==> config.mk <==
export PLATFORM = sky130hd
export DESIGN_NAME = core_data_axi_master
export DESIGN_NICKNAME = d
export VERILOG_FILES = /design/src/rtl/core_axi_master_pkg.sv /design/src/rtl/core_data_axi_master.sv
export SDC_FILE = /design/constraint.sdc
export NUM_CORES = 1
export LEC_CHECK = 0
export ABC_AREA = 1
export CAP_MARGIN = 20
export CORE_AREA = 4 4 129 131
export DETAILED_ROUTE_END_ITERATION = 10
export DIE_AREA = 0 0 133 135
export HOLD_SLACK_MARGIN = 0.03
export PLACE_DENSITY = 0.79
export SLEW_MARGIN = 5
export SYNTH_ARGS = -nofsm -noshare
export SYNTH_HDL_FRONTEND = slang
export SYNTH_SLANG_ARGS = --single-unit
==> constraint.sdc <==
create_clock -name clk_i -period 1.6 [get_ports clk_i]
set_input_delay 0.32 -clock clk_i [delete_from_list [all_inputs] [get_ports clk_i]]
set_output_delay 0.32 -clock clk_i [all_outputs]
set_load 0.03 [all_outputs]
==> src/rtl/core_axi_master_pkg.sv <==
// Shared types and AXI encodings for the core data port to AXI4 master bridge.
package core_axi_master_pkg;

    typedef enum logic [2:0] {
        IDLE,
        WRITE,
        WAIT_B,
        READ,
        WAIT_R,
        RESP
    } state_e;

    localparam logic [1:0] AXI_BURST_INCR   = 2'b01;
    localparam logic [2:0] AXI_SIZE_4B      = 3'b010;
    localparam logic [1:0] AXI_RESP_OKAY    = 2'b00;
    localparam logic [1:0] AXI_RESP_EXOKAY  = 2'b01;
    localparam logic [1:0] AXI_RESP_SLVERR  = 2'b10;
    localparam logic [1:0] AXI_RESP_DECERR  = 2'b11;

    function automatic logic resp_is_err(input logic [1:0] resp);
        return !(resp == AXI_RESP_OKAY || resp == AXI_RESP_EXOKAY);
    endfunction

endpackage

==> src/rtl/core_data_axi_master.sv <==
// Turns core req/gnt/rvalid data accesses into single-beat AXI4 transactions,
// one outstanding at a time.
//
// state  | meaning
// IDLE   | waiting for a core request; gnt follows req
// WRITE  | AW and W presented, each dropped after its own handshake
// WAIT_B | waiting for the write response
// READ   | AR presented until accepted
// WAIT_R | waiting for the read data beat
// RESP   | one-cycle rvalid back to the core
module core_data_axi_master
    import core_axi_master_pkg::*;
#(
    parameter int unsigned AxiAddrWidth = 32,
    parameter int unsigned AxiDataWidth = 32,
    parameter int unsigned AxiIdWidth   = 8,
    parameter int unsigned AxiUserWidth = 8,
    parameter int unsigned AxiId        = 0
) (
    input  logic                      clk_i,
    input  logic                      rst_ni,

    input  logic                      data_req_i,
    output logic                      data_gnt_o,
    input  logic [AxiAddrWidth-1:0]   data_addr_i,
    input  logic                      data_we_i,
    input  logic [AxiDataWidth/8-1:0] data_be_i,
    input  logic [AxiDataWidth-1:0]   data_wdata_i,
    output logic                      data_rvalid_o,
    output logic [AxiDataWidth-1:0]   data_rdata_o,
    output logic                      data_err_o,

    output logic                      aw_valid_o,
    input  logic                      aw_ready_i,
    output logic [AxiAddrWidth-1:0]   aw_addr_o,
    output logic [AxiIdWidth-1:0]     aw_id_o,
    output logic [7:0]                aw_len_o,
    output logic [2:0]                aw_size_o,
    output logic [1:0]                aw_burst_o,
    output logic [2:0]                aw_prot_o,
    output logic [AxiUserWidth-1:0]   aw_user_o,

    output logic                      w_valid_o,
    input  logic                      w_ready_i,
    output logic [AxiDataWidth-1:0]   w_data_o,
    output logic [AxiDataWidth/8-1:0] w_strb_o,
    output logic                      w_last_o,
    output logic [AxiUserWidth-1:0]   w_user_o,

    input  logic                      b_valid_i,
    output logic                      b_ready_o,
    input  logic [AxiIdWidth-1:0]     b_id_i,
    input  logic [1:0]                b_resp_i,

    output logic                      ar_valid_o,
    input  logic                      ar_ready_i,
    output logic [AxiAddrWidth-1:0]   ar_addr_o,
    output logic [AxiIdWidth-1:0]     ar_id_o,
    output logic [7:0]                ar_len_o,
    output logic [2:0]                ar_size_o,
    output logic [1:0]                ar_burst_o,
    output logic [2:0]                ar_prot_o,
    output logic [AxiUserWidth-1:0]   ar_user_o,

    input  logic                      r_valid_i,
    output logic                      r_ready_o,
    input  logic [AxiDataWidth-1:0]   r_data_i,
    input  logic [AxiIdWidth-1:0]     r_id_i,
    input  logic [1:0]                r_resp_i,
    input  logic                      r_last_i
);

    if (AxiDataWidth != 32) begin : g_width_check
        $error("core_data_axi_master supports only AxiDataWidth == 32");
    end

    localparam logic [AxiIdWidth-1:0] ID = AxiIdWidth'(AxiId);

    state_e                      state;
    logic [AxiAddrWidth-1:0]     addr_q;
    logic [AxiDataWidth/8-1:0]   be_q;
    logic [AxiDataWidth-1:0]     wdata_q;
    logic                        aw_valid_q;
    logic                        w_valid_q;
    logic                        ar_valid_q;
    logic                        b_ready_q;
    logic                        r_ready_q;
    logic                        rvalid_q;
    logic                        err_q;
    logic [AxiDataWidth-1:0]     rdata_q;
    logic                        aw_done;
    logic                        w_done;

    // A channel counts as done if it already dropped valid or handshakes now.
    always_comb begin
        aw_done = !aw_valid_q || aw_ready_i;
        w_done  = !w_valid_q  || w_ready_i;
    end

    always_ff @(posedge clk_i or negedge rst_ni) begin
        if (!rst_ni) begin
            state      <= IDLE;
            addr_q     <= '0;
            be_q       <= '0;
            wdata_q    <= '0;
            aw_valid_q <= 1'b0;
            w_valid_q  <= 1'b0;
            ar_valid_q <= 1'b0;
            b_ready_q  <= 1'b0;
            r_ready_q  <= 1'b0;
            rvalid_q   <= 1'b0;
            err_q      <= 1'b0;
            rdata_q    <= '0;
        end else begin
            case (state)
                IDLE: begin
                    if (data_req_i) begin
                        addr_q  <= data_addr_i;
                        be_q    <= data_be_i;
                        wdata_q <= data_wdata_i;
                        if (data_we_i) begin
                            aw_valid_q <= 1'b1;
                            w_valid_q  <= 1'b1;
                            state      <= WRITE;
                        end else begin
                            ar_valid_q <= 1'b1;
                            state      <= READ;
                        end
                    end
                end
                WRITE: begin
                    if (aw_ready_i) aw_valid_q <= 1'b0;
                    if (w_ready_i)  w_valid_q  <= 1'b0;
                    if (aw_done && w_done) begin
                        b_ready_q <= 1'b1;
                        state     <= WAIT_B;
                    end
                end
                WAIT_B: begin
                    if (b_valid_i) begin
                        b_ready_q <= 1'b0;
                        err_q     <= resp_is_err(b_resp_i);
                        rdata_q   <= '0;
                        rvalid_q  <= 1'b1;
                        state     <= RESP;
                    end
                end
                READ: begin
                    if (ar_ready_i) begin
                        ar_valid_q <= 1'b0;
                        r_ready_q  <= 1'b1;
                        state      <= WAIT_R;
                    end
                end
                WAIT_R: begin
                    if (r_valid_i) begin
                        r_ready_q <= 1'b0;
                        err_q     <= resp_is_err(r_resp_i);
                        // Error beats carry no meaningful data; never leak it to the core.
                        rdata_q   <= resp_is_err(r_resp_i) ? '0 : r_data_i;
                        rvalid_q  <= 1'b1;
                        state     <= RESP;
                    end
                end
                RESP: begin
                    rvalid_q <= 1'b0;
                    err_q    <= 1'b0;
                    state    <= IDLE;
                end
                default: state <= IDLE;
            endcase
        end
    end

    assign data_gnt_o    = (state == IDLE) && data_req_i;
    assign data_rvalid_o = rvalid_q;
    assign data_rdata_o  = rdata_q;
    assign data_err_o    = err_q;

    assign aw_valid_o = aw_valid_q;
    assign aw_addr_o  = addr_q;
    assign aw_id_o    = ID;
    assign aw_len_o   = 8'd0;
    assign aw_size_o  = AXI_SIZE_4B;
    assign aw_burst_o = AXI_BURST_INCR;
    assign aw_prot_o  = 3'b000;
    assign aw_user_o  = '0;

    assign w_valid_o = w_valid_q;
    assign w_data_o  = wdata_q;
    assign w_strb_o  = be_q;
    assign w_last_o  = 1'b1;
    assign w_user_o  = '0;

    assign b_ready_o = b_ready_q;

    assign ar_valid_o = ar_valid_q;
    assign ar_addr_o  = addr_q;
    assign ar_id_o    = ID;
    assign ar_len_o   = 8'd0;
    assign ar_size_o  = AXI_SIZE_4B;
    assign ar_burst_o = AXI_BURST_INCR;
    assign ar_prot_o  = 3'b000;
    assign ar_user_o  = '0;

    assign r_ready_o = r_ready_q;

    a_b_id: assert property (@(posedge clk_i) disable iff (!rst_ni)
        (b_valid_i && b_ready_o) |-> (b_id_i == ID));
    a_r_id: assert property (@(posedge clk_i) disable iff (!rst_ni)
        (r_valid_i && r_ready_o) |-> (r_id_i == ID));
    a_r_last: assert property (@(posedge clk_i) disable iff (!rst_ni)
        (r_valid_i && r_ready_o) |-> r_last_i);
    a_aw_hold: assert property (@(posedge clk_i) disable iff (!rst_ni)
        (aw_valid_o && !aw_ready_i) |=> aw_valid_o);
    a_w_hold: assert property (@(posedge clk_i) disable iff (!rst_ni)
        (w_valid_o && !w_ready_i) |=> w_valid_o);
    a_ar_hold: assert property (@(posedge clk_i) disable iff (!rst_ni)
        (ar_valid_o && !ar_ready_i) |=> ar_valid_o);

endmodule

== Yosys cells after proc, flatten, opt, wreduce, memory -nomap -nowiden ==
Cells that the tools add are included.
Cells by class
  $add $sub $neg: 0
  multipliers: 0
  div/mod/pow operators: 0
  magnitude comparators: 0
  eq/ne operators: 16
  shift operators: 0
  muxes and demuxes: 33
  bitwise operators: 0
  reduce and logical (&&, ||, !) cells: 28
Operator list (count)
  $mux W32: 3
  $pmux W32 S2: 1
  $ne A2 B2 Y1 const B: 9
  $mux W1: 15
  $mux W3: 5
  $pmux W3 S5: 1
  $reduce_and A3 Y1: 4
  $reduce_and A4 Y1: 3
  $pmux W1 S2: 5
  $reduce_bool A2 Y1: 5
  $eq A3 B2 Y1 const B: 2
  $eq A3 B3 Y1 const B: 2
  $pmux W1 S3: 2
  $reduce_and A5 Y1: 1
  $eq A2 B1 Y1 const B: 2
  $logic_not A1 Y1: 4
  $logic_not A2 Y1: 2
  $logic_or A1 B1 Y1: 4
  $eq A3 B1 Y1 const B: 1
  $logic_not A3 Y1: 1
  $reduce_bool A3 Y1: 1
  $logic_and A1 B1 Y1: 2
  $mux W2: 1
  $reduce_and A2 Y1: 1
Word-level totals
  register bits after elaboration: 110
  latch bits: 0
  bits in writable memories: 0
  bits in read-only memories: 0
  input bits: 130
  memories kept: 0

== Longest topological paths before layout ==
  depth in word-level cells: 5
  gate-level depth with buffers: 10

== Worst setup path before layout ==
Ideal clock, no wire load.
  path type: reg-to-output
  start: register state[2]
  end: output data_gnt_o
  arrival: 1.112 ns
  required time: 1.280 ns
  path slack: 0.168 ns
  cell stages (with the launch flop): 5
  path buffers: 1
  cells stage by stage: dfrtp_1 nor2_2 nand2_2 nor2_4 buf_2
Between the ends
  cells in the longest elaborated chain, start to end: 2
RTL lines
  start, declared: line core_data_axi_master.sv:79  | state_e state;
  start signal, assigned: line core_data_axi_master.sv:102  | state <= IDLE;
  start signal, assigned: line core_data_axi_master.sv:124  | state <= WRITE;
  start signal, assigned: line core_data_axi_master.sv:127  | state <= READ;
  $logic_not A3 Y1: line core_data_axi_master.sv:175  | assign data_gnt_o = (state == IDLE) && data_req_i;
  $logic_and A1 B1 Y1: line core_data_axi_master.sv:175
  end, declared: line core_data_axi_master.sv:24  | output logic data_gnt_o,
No other way between the ends.

== Final worst setup path ==
  start: register state[0]
  end: output data_gnt_o
The elaborated chain is that of the path after synthesis.

==> results.py <==
metrics = {
    "cts": {
        "cts_max_level": 3,
        "cts.clk_slew.worst_paths_ns": 0.08,
        "cts_buffers": 9,
        "cts_sinks": 110,
        "cts_tree": "yes",
        "clk_latency_ns": 0.34,
        "cts_buffer_depth": 2,
        "cts_root_buf": "clkbuf_16",
    },
    "critical_path": {
        "crit_type": "reg2out",
        "cpMaxStageDelayCell": "dfrtp_2",
        "r2r_end": "data_rdata_o[20]$_DFFE_PN0P_",
        "slowest_delay_ns": 0.44,
        "cp.required_ns": 1.28,
        "cp_common_cell": "nor2_4",
        "r2r_slack_ns": -0.09,
        "cp_cell_sequence": "nor2_4 > nand2_4 > nor2_4 > buf_12 > buf_8",
        "rr_startpoint": "state[0]$_DFFE_PN0P_",
        "critPathBufInv": 2,
        "cp.arrival_ns": 1.38,
        "end_kind": "primary output",
        "cp_max_fo": 5,
        "startpoint_type": "flip-flop",
        "cp_top_family": "flip-flops",
        "r2r_cells": 10,
    },
    "pwr": {
        "p_leak_nw": 4.46,
        "power_density_nw_per_um2": 2000,
        "swShare_pct": 48.5,
        "seqPwrFrac_pct": 29.3,
        "p_sw_mw": 7.64,
        "intPower_mw": 8.11,
        "max-vdd-ir-drop_v": 0.000819,
        "clockPowerShare_pct": 13.7,
        "pwr-share-comb_pct": 56.9,
    },
    "synthesis": {
        "synth_top_family_by_area": "simple AND/OR/NAND/NOR gates",
        "synth-compound-area-share_pct": 0.937,
        "netlist-cell-type-count": 20,
        "synth_fa_ha_area_share_pct": 0,
        "synth-xor-area-share_pct": 0,
        "synth.largest_area_cell": "dfrtp_1",
        "syn_area_um2": 5210,
        "synthMuxAreaShare_pct": 0,
        "synth.area.top_cells": "dfrtp_1, nand2_1, buf_4, nand3_1, buf_2",
        "netlist.area_leader.share_pct": 52.8,
        "syn_area_per_cell_um2": 8.49,
        "ys_ff_latch": 110,
        "synth_warnings": 0,
        "synth_cells": 614,
        "ys_seq_area_share_pct": 52.8,
        "yosys.area_share.simple_pct": 26.8,
    },
    "cells_and_area": {
        "fin_cells": 1075,
        "final_cell_mix": "nand2_1, dlygate4sd2_1, clkdlybuf4s50_1",
        "fin_util_pct": 50.6,
        "syn_to_final_growth_pct": 51.4,
        "diodes": 0,
        "final_common_cell": "nand2_1",
        "final_cell_area_um2": 7890,
        "drive_gt1_share_pct": 8.03,
        "layout.nets": 984,
    },
    "floorplan": {
        "die_y_um": 135,
        "initial_utilization_pct": 33.4,
        "core_um2": 15600,
        "die_w_um": 133,
        "io_pins": 343,
        "fp-row-count": 46,
        "dieArea_um2": 18000,
    },
    "placement": {
        "gp_congestion": 0.808,
        "dpl.hpwl_um": 11500,
        "portBuffers": 250,
        "place_inst": 1045,
        "dpl-instance-area_um2": 7540,
    },
    "detailed_routing": {
        "wl_per_cell_um": 14.2,
        "vias_per_cell": 4.15,
        "wl_um": 15300,
        "first_pass_iters": 4,
        "first_iter_violations": 210,
        "postRouteAntennaNets": 0,
        "drcViolationCount": 0,
        "vias": 4457,
    },
    "min_path": {
        "min_path_type": "in2async",
    },
    "job": {
        "cap_viol_max_count": 0,
    },
    "sta": {
        "fmax_ghz": 0.588,
        "period_share_pct": 106,
        "finalWorstSetupSlack_ns": -0.101,
        "timing.hold.ws_ns": 0.429,
        "rsz0062_at_grt": "true",
        "hold_viol_final": 0,
        "timing.clock.skew_ns": 0.00745,
        "period_needed_ns": 1.70,
        "drv_slew": 0,
        "finalSetupViolations": 33,
    },
    "run_status": {
        "violations": "setup timing",
        "status": "finished, violations left",
    },
    "grt": {
        "grt_first_pass_wirelength_um": 23000,
        "grt_pass1_vias": 4260,
        "grt_use_total_pct": 16.1,
        "antenna_found_initial": 0,
        "gr-total-overflow": 0,
        "grt_max_degree": 51,
    },
}
-- registers in the layout, indices dropped and copies added, names as in the netlist --
register	flops
data_rdata_o	32
w_strb_o	4
ar_addr_o	32
b_ready_o	1
w_valid_o	1
state	3
data_err_o	1
aw_valid_o	1
data_rvalid_o	1
r_ready_o	1
w_data_o	32
ar_valid_o	1
-- cell families (layout without fill, tap and decap cells) --
kind of cell | Yosys count | count (layout)
AOI/OAI and AO/OA | 8 | 8
buffers and inverters | 144 | 318
DFF | 110 | 110
and+or+nand+nor | 350 | 350
other | 2 | 73
-- power by group through the flow --
stage / logic, mW / registers [mW] / clock network (mW)
global placement: 9.29 / 4.67 / 0
floorplan: 3.83 / 6.76 / 0
finish: 8.97 / 4.62 / 2.16
CTS: 8.40 / 4.64 / 2.25
global route: 9.58 / 4.81 / 2.35
detailed placement: 9.40 / 4.72 / 0
-- worst register-to-register path, cell delays in order, from the launching register on --
cell,delay (ns)
dfrtp_2,0.42
nor2_4,0.06
buf_4,0.13
buf_6,0.12
nand3b_1,0.13
nand2_2,0.09
nor2_4,0.19
clkinv_4,0.13
clkbuf_16,0.19
nand2_1,0.06
nand2_1,0.07
-- how the worst max path moves through the flow --
| stage | end | from | depth (start not counted) |
|---|---|---|---|
| 2_1_floorplan | data_gnt_o | state[2]$_DFFE_PN0P_ | 4 |
| 3_3_place_gp | data_rdata_o[16]$_DFFE_PN0P_ | b_valid_i | 7 |
| 3_5_place_dp | data_rdata_o[10]$_DFFE_PN0P_ | r_valid_i | 8 |
| 4_1_cts | data_gnt_o | state[0]$_DFFE_PN0P_ | 5 |
| 5_1_grt | data_rdata_o[20]$_DFFE_PN0P_ | state[0]$_DFFE_PN0P_ | 11 |
| 6_report | data_gnt_o | state[0]$_DFFE_PN0P_ | 5 |
-- cell usage after synthesis (all sizes together) --
| cell | instances |
|---|---|
| nand4 | 2 |
| nand2 | 300 |
| o22ai | 1 |
| dfrtp | 110 |
| nor2 | 8 |
| buf | 128 |
| a21boi | 1 |
| nand3b | 1 |
| a22oi | 2 |
| inv | 15 |
| conb | 2 |
| nand3 | 39 |
| o21ai | 4 |
| clkbuf | 1 |
-- routing by layer --
metal	wire, µm	vias to the layer above	GRT usage, %
li1	-	2194	-
met1	6140	2072	20.5
met2	7970	172	27.8
met3	901	19	2.50
met4	284	0	5.77
met5	0	-	0
-- per-stage QoR --
step	setup TNS [ns]	setup WS, ns	total power [mW]
final	-1.85	-0.101	15.7
after global routing	-4.63	-0.183	16.7
after CTS	-0.226	-0.226	15.3
after detailed placement	-1.79	-0.0742	14.1
after global placement	-1.19	-0.0494	14.0
after floorplan	0	0.168	10.6
-- layout make-up --
cell class	instances	area (µm²)
clock buffer	12	256
clock inverter	4	30.0
fill	1461	7710
inverter	15	63.8
multi-input combinational	431	1750
sequential	110	2760
tap	216	270
timing repair buffer	287	2770
-- timing repair --
item,CTS,global route
hold buffers,1,0
gates cloned,0,4
pin swaps,0,5
buffers inserted,0,10
gates resized for setup,144,18
setup endpoints to repair,140,27
endpoints found under the hold margin,19,0
(Power assumes the default switching activity.)
